<file path="src/rtl/lc3b_types.sv">
// Shared LC-3b types plus the L2 controller's address split, state and way encodings.
package lc3b_types;

   typedef logic [15:0] lc3b_pmem_addr;

   localparam int L2_IDX_W  = 3;
   localparam int L2_TAG_W  = 9;
   localparam int L2_OFF_W  = 4;
   localparam int L2_SETS   = 1 << L2_IDX_W;
   localparam int L2_LINE_W = 128;

   typedef logic [L2_TAG_W-1:0]  lc3b_cache_tag;
   typedef logic [L2_IDX_W-1:0]  l2_index_t;
   typedef logic [L2_LINE_W-1:0] l2_line_t;

   typedef enum logic [1:0] {
      IDLE      = 2'd0,
      WRITEBACK = 2'd1,
      ALLOCATE  = 2'd2
   } l2_state_t;

   // Encoding matches the LRU bit: lru = 1 names way two as least recently used.
   typedef enum logic {
      WAY_ONE = 1'b0,
      WAY_TWO = 1'b1
   } l2_way_t;

   function automatic l2_index_t l2_index(input lc3b_pmem_addr a);
      return a[L2_OFF_W +: L2_IDX_W];
   endfunction

   function automatic lc3b_cache_tag l2_tag(input lc3b_pmem_addr a);
      return a[L2_OFF_W+L2_IDX_W +: L2_TAG_W];
   endfunction

endpackage

</file>
<file path="src/rtl/l2_lru_array.sv">
// Per-set LRU bits for the 2-way L2: one bit per set, combinational read, single write port.
module l2_lru_array
   import lc3b_types::*;
(
   input  logic      clk,
   input  logic      reset,
   input  l2_index_t rd_idx_i,
   output logic      rd_lru_o,
   input  logic      we_i,
   input  l2_index_t wr_idx_i,
   input  logic      wr_lru_i
);

   logic [L2_SETS-1:0] lru_q;

   // Clear every set to "way one is LRU" on reset; otherwise update one set when asked.
   always_ff @(posedge clk) begin
      if (reset) begin
         lru_q <= '0;
      end else if (we_i) begin
         lru_q[wr_idx_i] <= wr_lru_i;
      end
   end

   assign rd_lru_o = lru_q[rd_idx_i];

endmodule

</file>
<file path="src/rtl/l2_cache_control.sv">
// L2 cache control FSM: hit service, victim choice, writeback/allocate handshake and statistics.
module l2_cache_control
   import lc3b_types::*;
#(
   parameter int CNT_WIDTH = 16
) (
   input  logic                 clk,
   input  logic                 reset,
   input  logic                 mem_read,
   input  logic                 mem_write,
   input  lc3b_pmem_addr        mem_address,
   output logic                 mem_resp,
   input  logic                 set_one_hit,
   input  logic                 set_two_hit,
   input  logic                 set_one_valid,
   input  logic                 set_two_valid,
   input  logic                 set_one_dirty,
   input  logic                 set_two_dirty,
   input  lc3b_cache_tag        set_one_tag,
   input  lc3b_cache_tag        set_two_tag,
   input  l2_line_t             out_data_set_one_f,
   input  l2_line_t             out_data_set_two_f,
   output logic                 load_set_one,
   output logic                 load_set_two,
   output logic                 write_type_set_one,
   output logic                 write_type_set_two,
   output logic                 input_data_sel,
   output logic                 pmem_read,
   output logic                 pmem_write,
   output lc3b_pmem_addr        pmem_address,
   output l2_line_t             pmem_wdata,
   input  logic                 pmem_resp,
   output logic [CNT_WIDTH-1:0] hit_count,
   output logic [CNT_WIDTH-1:0] miss_count
);

   l2_state_t            state_q, state_d;
   l2_way_t              victim_q, victim_d;
   logic                 pend_q, pend_d;      // request already counted as a miss
   logic [CNT_WIDTH-1:0] hit_q, hit_d;
   logic [CNT_WIDTH-1:0] miss_q, miss_d;

   l2_index_t     idx;
   lc3b_cache_tag victim_tag;
   l2_line_t      victim_line;
   l2_way_t       miss_victim;
   logic          miss_victim_dirty;
   logic          req, hit;
   logic          lru_rd, lru_we, lru_wdata;
   logic          unused_addr;

   assign idx         = l2_index(mem_address);
   assign req         = mem_read | mem_write;
   assign hit         = set_one_hit | set_two_hit;
   assign unused_addr = ^mem_address[L2_OFF_W-1:0];

   function automatic logic [CNT_WIDTH-1:0] sat_inc(input logic [CNT_WIDTH-1:0] c);
      return (&c) ? c : c + CNT_WIDTH'(1);
   endfunction

   l2_lru_array u_lru (
      .clk      (clk),
      .reset    (reset),
      .rd_idx_i (idx),
      .rd_lru_o (lru_rd),
      .we_i     (lru_we),
      .wr_idx_i (idx),
      .wr_lru_i (lru_wdata)
   );

   // Victim on a miss: fill an invalid way first, otherwise evict the LRU way.
   always_comb begin
      if (!set_one_valid) begin
         miss_victim = WAY_ONE;
      end else if (!set_two_valid) begin
         miss_victim = WAY_TWO;
      end else begin
         miss_victim = l2_way_t'(lru_rd);
      end
      miss_victim_dirty = (miss_victim == WAY_ONE) ? (set_one_valid & set_one_dirty)
                                                   : (set_two_valid & set_two_dirty);
   end

   // The latched victim's stored tag and line feed the writeback.
   assign victim_tag  = (victim_q == WAY_ONE) ? set_one_tag : set_two_tag;
   assign victim_line = (victim_q == WAY_ONE) ? out_data_set_one_f : out_data_set_two_f;

   // State, victim, pending-miss flag and counters.
   always_ff @(posedge clk) begin
      if (reset) begin
         state_q  <= IDLE;
         victim_q <= WAY_ONE;
         pend_q   <= 1'b0;
         hit_q    <= '0;
         miss_q   <= '0;
      end else begin
         state_q  <= state_d;
         victim_q <= victim_d;
         pend_q   <= pend_d;
         hit_q    <= hit_d;
         miss_q   <= miss_d;
      end
   end

   // Next state and strobes; everything is held low while reset is asserted so an
   // in-flight WRITEBACK/ALLOCATE cannot load a way or keep a pmem strobe up.
   always_comb begin
      state_d            = state_q;
      victim_d           = victim_q;
      pend_d             = pend_q;
      hit_d              = hit_q;
      miss_d             = miss_q;
      mem_resp           = 1'b0;
      load_set_one       = 1'b0;
      load_set_two       = 1'b0;
      write_type_set_one = 1'b0;
      write_type_set_two = 1'b0;
      input_data_sel     = 1'b0;
      pmem_read          = 1'b0;
      pmem_write         = 1'b0;
      pmem_address       = '0;
      pmem_wdata         = '0;
      lru_we             = 1'b0;
      lru_wdata          = 1'b0;
      if (!reset) begin
         unique case (state_q)
            IDLE: begin
               if (req && hit) begin
                  mem_resp  = 1'b1;
                  pend_d    = 1'b0;
                  lru_we    = 1'b1;
                  lru_wdata = set_one_hit;
                  if (mem_write) begin
                     if (set_one_hit) begin
                        load_set_one       = 1'b1;
                        write_type_set_one = 1'b1;
                     end else begin
                        load_set_two       = 1'b1;
                        write_type_set_two = 1'b1;
                     end
                  end
                  // The re-hit after a fill was already counted as a miss.
                  if (!pend_q) hit_d = sat_inc(hit_q);
               end else if (req) begin
                  victim_d = miss_victim;
                  pend_d   = 1'b1;
                  if (!pend_q) miss_d = sat_inc(miss_q);
                  state_d  = miss_victim_dirty ? WRITEBACK : ALLOCATE;
               end
            end
            WRITEBACK: begin
               pmem_write   = 1'b1;
               pmem_address = {victim_tag, idx, {L2_OFF_W{1'b0}}};
               pmem_wdata   = victim_line;
               if (pmem_resp) state_d = ALLOCATE;
            end
            ALLOCATE: begin
               pmem_read    = 1'b1;
               pmem_address = {mem_address[15:L2_OFF_W], {L2_OFF_W{1'b0}}};
               if (pmem_resp) begin
                  input_data_sel = 1'b1;
                  if (victim_q == WAY_ONE) load_set_one = 1'b1;
                  else                     load_set_two = 1'b1;
                  state_d = IDLE;
               end
            end
            default: state_d = IDLE;
         endcase
      end
   end

   assign hit_count  = hit_q;
   assign miss_count = miss_q;

endmodule

</file>
<file path="config.mk">
export PLATFORM = sky130hd
export DESIGN_NAME = l2_cache_control
export DESIGN_NICKNAME = d
export VERILOG_FILES = /design/src/rtl/lc3b_types.sv /design/src/rtl/l2_lru_array.sv /design/src/rtl/l2_cache_control.sv
export SDC_FILE = /design/constraint.sdc
export NUM_CORES = 1
export LEC_CHECK = 0
export CAP_MARGIN = 5
export CELL_PAD_IN_SITES_DETAIL_PLACEMENT = 1
export CELL_PAD_IN_SITES_GLOBAL_PLACEMENT = 1
export CORE_AREA = 2 2 186 188
export DETAILED_ROUTE_END_ITERATION = 16
export DIE_AREA = 0 0 188 190
export HOLD_SLACK_MARGIN = 0.02
export MAX_ROUTING_LAYER = met4
export PLACE_DENSITY_LB_ADDON = 0.25
export SYNTH_ARGS = -nofsm -noshare
export SYNTH_HDL_FRONTEND = slang
export SYNTH_HIERARCHICAL = 1
export SYNTH_SLANG_ARGS = --single-unit
</file>
<file path="constraint.sdc">
create_clock -name clk -period 6.99 [get_ports clk]
set_input_delay 2.097 -clock clk [delete_from_list [all_inputs] [get_ports clk]]
set_output_delay 2.097 -clock clk [all_outputs]
set_load 0.02 [all_outputs]
</file>
* Yosys cells after proc, flatten, opt, wreduce, memory -nomap -nowiden *
Cells that the tools add are included.

word-level totals
  register bits = 44
  input port bits = 301
  word-level logic and storage cells = 88

operators by class
  add/sub/neg operators = 2
  order comparisons = 2
  equality and inequality tests = 6
  muxes and demuxes = 53
  bitwise operators = 8
  reductions and logical operators = 11

operator list
  kind                                                                                 count
  128-bit two-way mux                                                                  3
  1-bit two-way mux                                                                    36
  16-bit by 1-bit adder with 16-bit output, second input constant                      2
  16-bit one-hot mux with 2 select lines                                               1
  16-bit AND reduction                                                                 2
  16-bit two-way mux                                                                   1
  2-bit two-way mux                                                                    5
  9-bit two-way mux                                                                    1
  8-bit bitwise mux                                                                    1
  2-bit != test, second input constant                                                 4
  4-bit AND reduction                                                                  2
  2-bit one-hot mux with 3 select lines                                                1
  5-bit AND reduction                                                                  1
  3-bit by 4-bit < comparator with 1-bit output, second input constant                 1
  1-bit NOT                                                                            4
  1-bit one-hot mux with 2 select lines                                                2
  1-bit binary-select mux with 3-bit select                                            1
  1-bit demux with 3-bit select                                                        1
  3-bit by 1-bit greater-or-equal comparator with 1-bit output, second input constant  1
  3-bit AND reduction                                                                  1
  1-bit bitwise AND                                                                    2
  2-bit by 1-bit equality test with 1-bit output, second input constant                1
  2-bit equality test, second input constant                                           1
  1-bit logical AND                                                                    2
  other kinds (4)                                                                      5

* Longest topological paths before layout *
Gate-level depths: netlist of the first run.

  depth in word-level cells = 9
  mapped depth = 9
  mapped depth without buffers = 7

* Cells and area by module *
The synthesis of the first run kept the hierarchy.

modules (own cells, without submodules)
  module            instances  cells an instance  area each (µm²)  seq. area each (µm²)
  l2_cache_control  1          581                4,262.8          720.7
  l2_lru_array      1          37                 420.4            160.2

* Worst setup path after synthesis of the first run *
Ideal clock, no wire load.

  path kind = input port to output port
  start = input port reset
  end = output port write_type_set_two
  data arrival time = 3,542 ps
  required time = 4,893 ps
  slack = 1,351 ps
  stages = 3
  buffers on the path = 1
  path through = clkbuf_1 nor3_1 and3b_1

on the way
  word-level cells in the longest chain between the ends = 1

ends and longest elaborated chain
  element             RTL line                 text
  start: declaration  l2_cache_control.sv:8    input logic reset,
  1-bit two-way mux   l2_cache_control.sv:125  if (!reset) begin
  end: declaration    l2_cache_control.sv:26   output logic write_type_set_two,

Every way passes these cells.

* Final worst setup path of the first run *
  start = input port set_one_hit
  end = output port write_type_set_two

on the way
  word-level cells in the longest chain between the ends = 5

ends and longest elaborated chain
  element                                                 RTL line                                          text
  start: declaration                                      l2_cache_control.sv:13                            input logic set_one_hit,
  1-bit two-way mux or 1-bit OR (tied branches)           l2_cache_control.sv:134, l2_cache_control.sv:54
  1-bit two-way mux or 1-bit logical AND (tied branches)  l2_cache_control.sv:133, l2_cache_control.sv:128
  1-bit two-way mux *                                     l2_cache_control.sv:128                           if (req && hit) begin
  1-bit two-way mux *                                     l2_cache_control.sv:126                           unique case (state_q)
  1-bit two-way mux *                                     l2_cache_control.sv:125

Mark *: on every way between the ends. The rest lies on a longest branch, timed or not.

==> results of run 1 <==
-- power groups by stage --
stage / registers, mW / clock network [mW] / logic [mW]
2_1_floorplan: 0.271 / 0 / 0.124
5_1_grt: 0.269 / 0.297 / 0.388
3_3_place_gp: 0.273 / 0 / 0.360
3_5_place_dp: 0.273 / 0 / 0.363
4_1_cts: 0.267 / 0.290 / 0.365
6_report: 0.267 / 0.283 / 0.361
-- metal layers --
layer  wire length (µm)  vias to the layer above  part of all wire  track usage
met5                  0                        -                 0            -
met4                374                        0             0.011       0.0312
met3               2460                       16             0.073       0.0470
met2              15500                      225              0.46        0.285
met1              15300                     3105              0.45        0.241
li1                   -                     3134                 -            -
-- area by class of cell --
class                      instances  area [µm²]  share of cell area
tap                              455         569              0.0564
sequential                        44         885              0.0876
timing repair buffer             489        4850               0.481
antenna                            2        5.00            0.000496
multi-input combinational        517        3560               0.353
clock buffer                       8         178              0.0176
inverter                          10        37.5             0.00372
-- layout by cell type (no fill, tap or decap), types with 3 or more instances in the layout --
master,Yosys,routed
clkbuf_16,0,6
dfxtp_1,44,43
o31ai_1,13,13
inv_1,10,10
nand3_1,14,14
nand2_1,23,22
mux2i_1,138,138
ha_1,5,5
a21oi_1,20,20
nor4_1,5,5
conb_1,1,4
buf_4,4,22
and3_1,6,6
o41ai_1,4,4
and4bb_2,3,3
or3_1,5,5
nand4_1,9,9
nand4b_1,4,4
a41oi_1,4,4
mux2_2,16,16
a22oi_1,9,9
and4_1,5,5
nor2_1,166,166
a311oi_1,3,3
or4_1,15,15
nor3_1,5,5
and2_1,5,5
clkdlybuf4s50_1,0,464
nor2b_1,6,6
o21ai_0,3,3
-- sequential cells by signal (all words and copies together) (netlist names) --
name	count
victim_q	1
hit_count	16
pend_q	1
miss_count	16
u_lru/lru_q	8
state_q	2
-- tightest hold or removal path: cells and delay by family (launching register included) --
kind	cells	cell delay [ns]
mux	1	0.06
flops	1	0.32
simple gates	1	0.07
-- final timing paths --
path	slack (ns)	cells after the start	startpoint	to
worst min register to register	0.49	2	u_lru/lru_q[2]$_SDFFE_PP0P_	u_lru/lru_q[2]$_SDFFE_PP0P_
worst max register to register	4.45	7	state_q[0]$_SDFFE_PP0P_	hit_count[9]$_SDFFE_PP0P_
worst max-delay path	0.81	7	set_one_hit	write_type_set_two
worst min-delay path	0.49	2	u_lru/lru_q[2]$_SDFFE_PP0P_	u_lru/lru_q[2]$_SDFFE_PP0P_
-- kinds of logic (layout without fill, tap and decap cells) --
group / count (synthesis) / in the layout / synth area share
multiplexers: 156 / 156 / 0.345
AO/OA/AOI/OAI: 72 / 72 / 0.110
flip-flops: 44 / 44 / 0.188
other: 1 / 6 / 0.000801
AND/OR/NAND/NOR: 280 / 280 / 0.288
adder cells (fa/ha/maj): 5 / 5 / 0.0134
buffers and inverters: 60 / 507 / 0.0548
-- per-stage QoR --
step / area [µm²] / setup slack (ns) / hold WS, ns / utilization / total power [mW]
after floorplan: 4690 / 1.35 / 0.451 / - / 0.395
after global placement: 9910 / 0.766 / 0.468 / 0.292 / 0.633
after detailed placement: 9910 / 0.754 / 0.480 / 0.292 / 0.636
after CTS: 10100 / 0.745 / 0.495 / 0.297 / 0.923
after global routing: 10100 / 0.671 / 0.520 / 0.297 / 0.954
final: 10100 / 0.811 / 0.495 / 0.297 / 0.911
==> results.py, run 1 <==
metrics = {
    "run_status": {
        "status": "completed",
    },
    "clock_tree": {
        "path_clk_slew_ns": 0.06,
        "hold_buffers": 0,
        "cts_tree": "yes",
        "cts_made_buffers": 5,
        "htreeDepth": 2,
        "post-cts-setup-buffers": 0,
        "clock_latency_ns": 0.29,
        "clock-root-buffer": "clkbuf_16",
        "cts_resized": 0,
        "clkSinkCount": 44,
        "cts_buffer_depth": 2,
    },
    "power_and_ir_drop": {
        "powerDensity_mw_per_mm2": 90.3,
        "sw_frac_of_total": 0.290,
        "p_seq_frac": 0.293,
        "p_clk_frac": 0.310,
        "switchingPower_mw": 0.264,
        "leakage_nw": 3.28,
        "ir_drop_v": 0.0000834,
        "pwr-share-comb": 0.396,
        "p_int_mw": 0.647,
    },
    "placement": {
        "dpl.cell_count": 1515,
        "dp_hpwl_um": 28200,
        "io_buffers": 476,
        "globalplace.congestion": 0.821,
    },
    "floorplanning": {
        "std_cell_rows": 68,
        "start_util": 0.138,
        "dieArea_mm2": 0.0357,
        "ios": 485,
        "die_h_um": 190,
        "die_w_um": 188,
        "coreArea_mm2": 0.0339,
    },
    "cells_and_area": {
        "final_layout_size_suffix_gt1_frac": 0.0571,
        "synthToLayoutAreaGrowth_pct": 116,
        "fin_nets": 1373,
        "final_cells": 1525,
        "final.fill_count": 3989,
    },
    "worst_setup_path": {
        "cp_slowest_cell": "clkdlybuf4s50_1",
        "cp_max_fo": 10,
        "path_cells": "clkdlybuf4s50_1 -> nor2_1 -> buf_4 -> nor3_1 -> buf_4 -> and3b_1 -> clkdlybuf4s50_1",
        "critical_path_class": "in -> out",
        "endpoint_kind": "primary output",
        "start_kind": "primary input",
        "crit_required_ns": 4.89,
        "path_delay_family": "buffers and inverters",
        "cp.arrival_ns": 4.08,
        "crit_path_max_incr_delay_ns": 0.61,
        "path_buf_inv": 4,
    },
    "detailed_routing": {
        "drc_errors": 0,
        "wl_per_cell_um": 22.1,
        "vias_per_cell": 4.25,
        "dr.pass1.iters": 4,
        "drt_iter0_markers": 225,
        "dr_total_vias": 6480,
        "drtAntennaViolNets": 0,
        "routed_wl_um": 33700,
    },
    "timing": {
        "layout_min_cycle_time_ns": 6.18,
        "drv_slew": 0,
        "slew_headroom": 0.346,
        "timing.fmax_ghz": 0.162,
        "post-route-period-util": 0.884,
        "tightestPinTransition_ns": 0.972,
        "rsz0062_at_grt": "false",
        "finalSetupViolCount": 0,
        "fin_skew_ns": 0.00780,
        "setup_tns_ns": 0,
        "finalHoldViolCount": 0,
    },
    "global_route": {
        "grtUsageTotal": 0.183,
        "grt_pass1_vias": 6554,
        "grt_overflow": 0,
        "grt_pass1_wl_um": 47000,
        "antenna_found_initial": 3,
        "grt_max_degree": 52,
    },
    "yosys": {
        "yosys-top-cells-count": "nor2_1 (166), mux2i_1 (138), dfxtp_1 (44)",
        "synth_seq_area_share": 0.188,
        "synth_edf_count": 0,
        "synth_area_mm2": 0.00468,
        "ys_seq_elements": 44,
        "yosysUniqueCellTypes": 54,
        "synth_top_cell_by_area": "mux2i_1",
        "yosys.area.top_type_share": 0.295,
        "synth-main-ff-cell": "dfxtp_1",
        "yosysWarnings": 6,
        "yosysMostFrequentCell": "nor2_1",
        "yosys-top-cells-area": "mux2i_1 (29%), dfxtp_1 (19%), nor2_1 (13%)",
        "synth.avg_cell_area_um2": 7.58,
        "syn_inst": 618,
        "async_flop_share": 0,
    },
    "job": {
        "cap_violations": 0,
    },
    "worst_hold_path": {
        "hp-class": "reg -> reg",
    },
}
Note: power is estimated with default switching activity, not from simulation.
==> run 2: changes to the inputs <==
Settings changed: HOLD_SLACK_MARGIN 0.02 to 0.15.
==> results of run 2 <==
The final DEF is identical to that of run 1; final timing and power are the same.
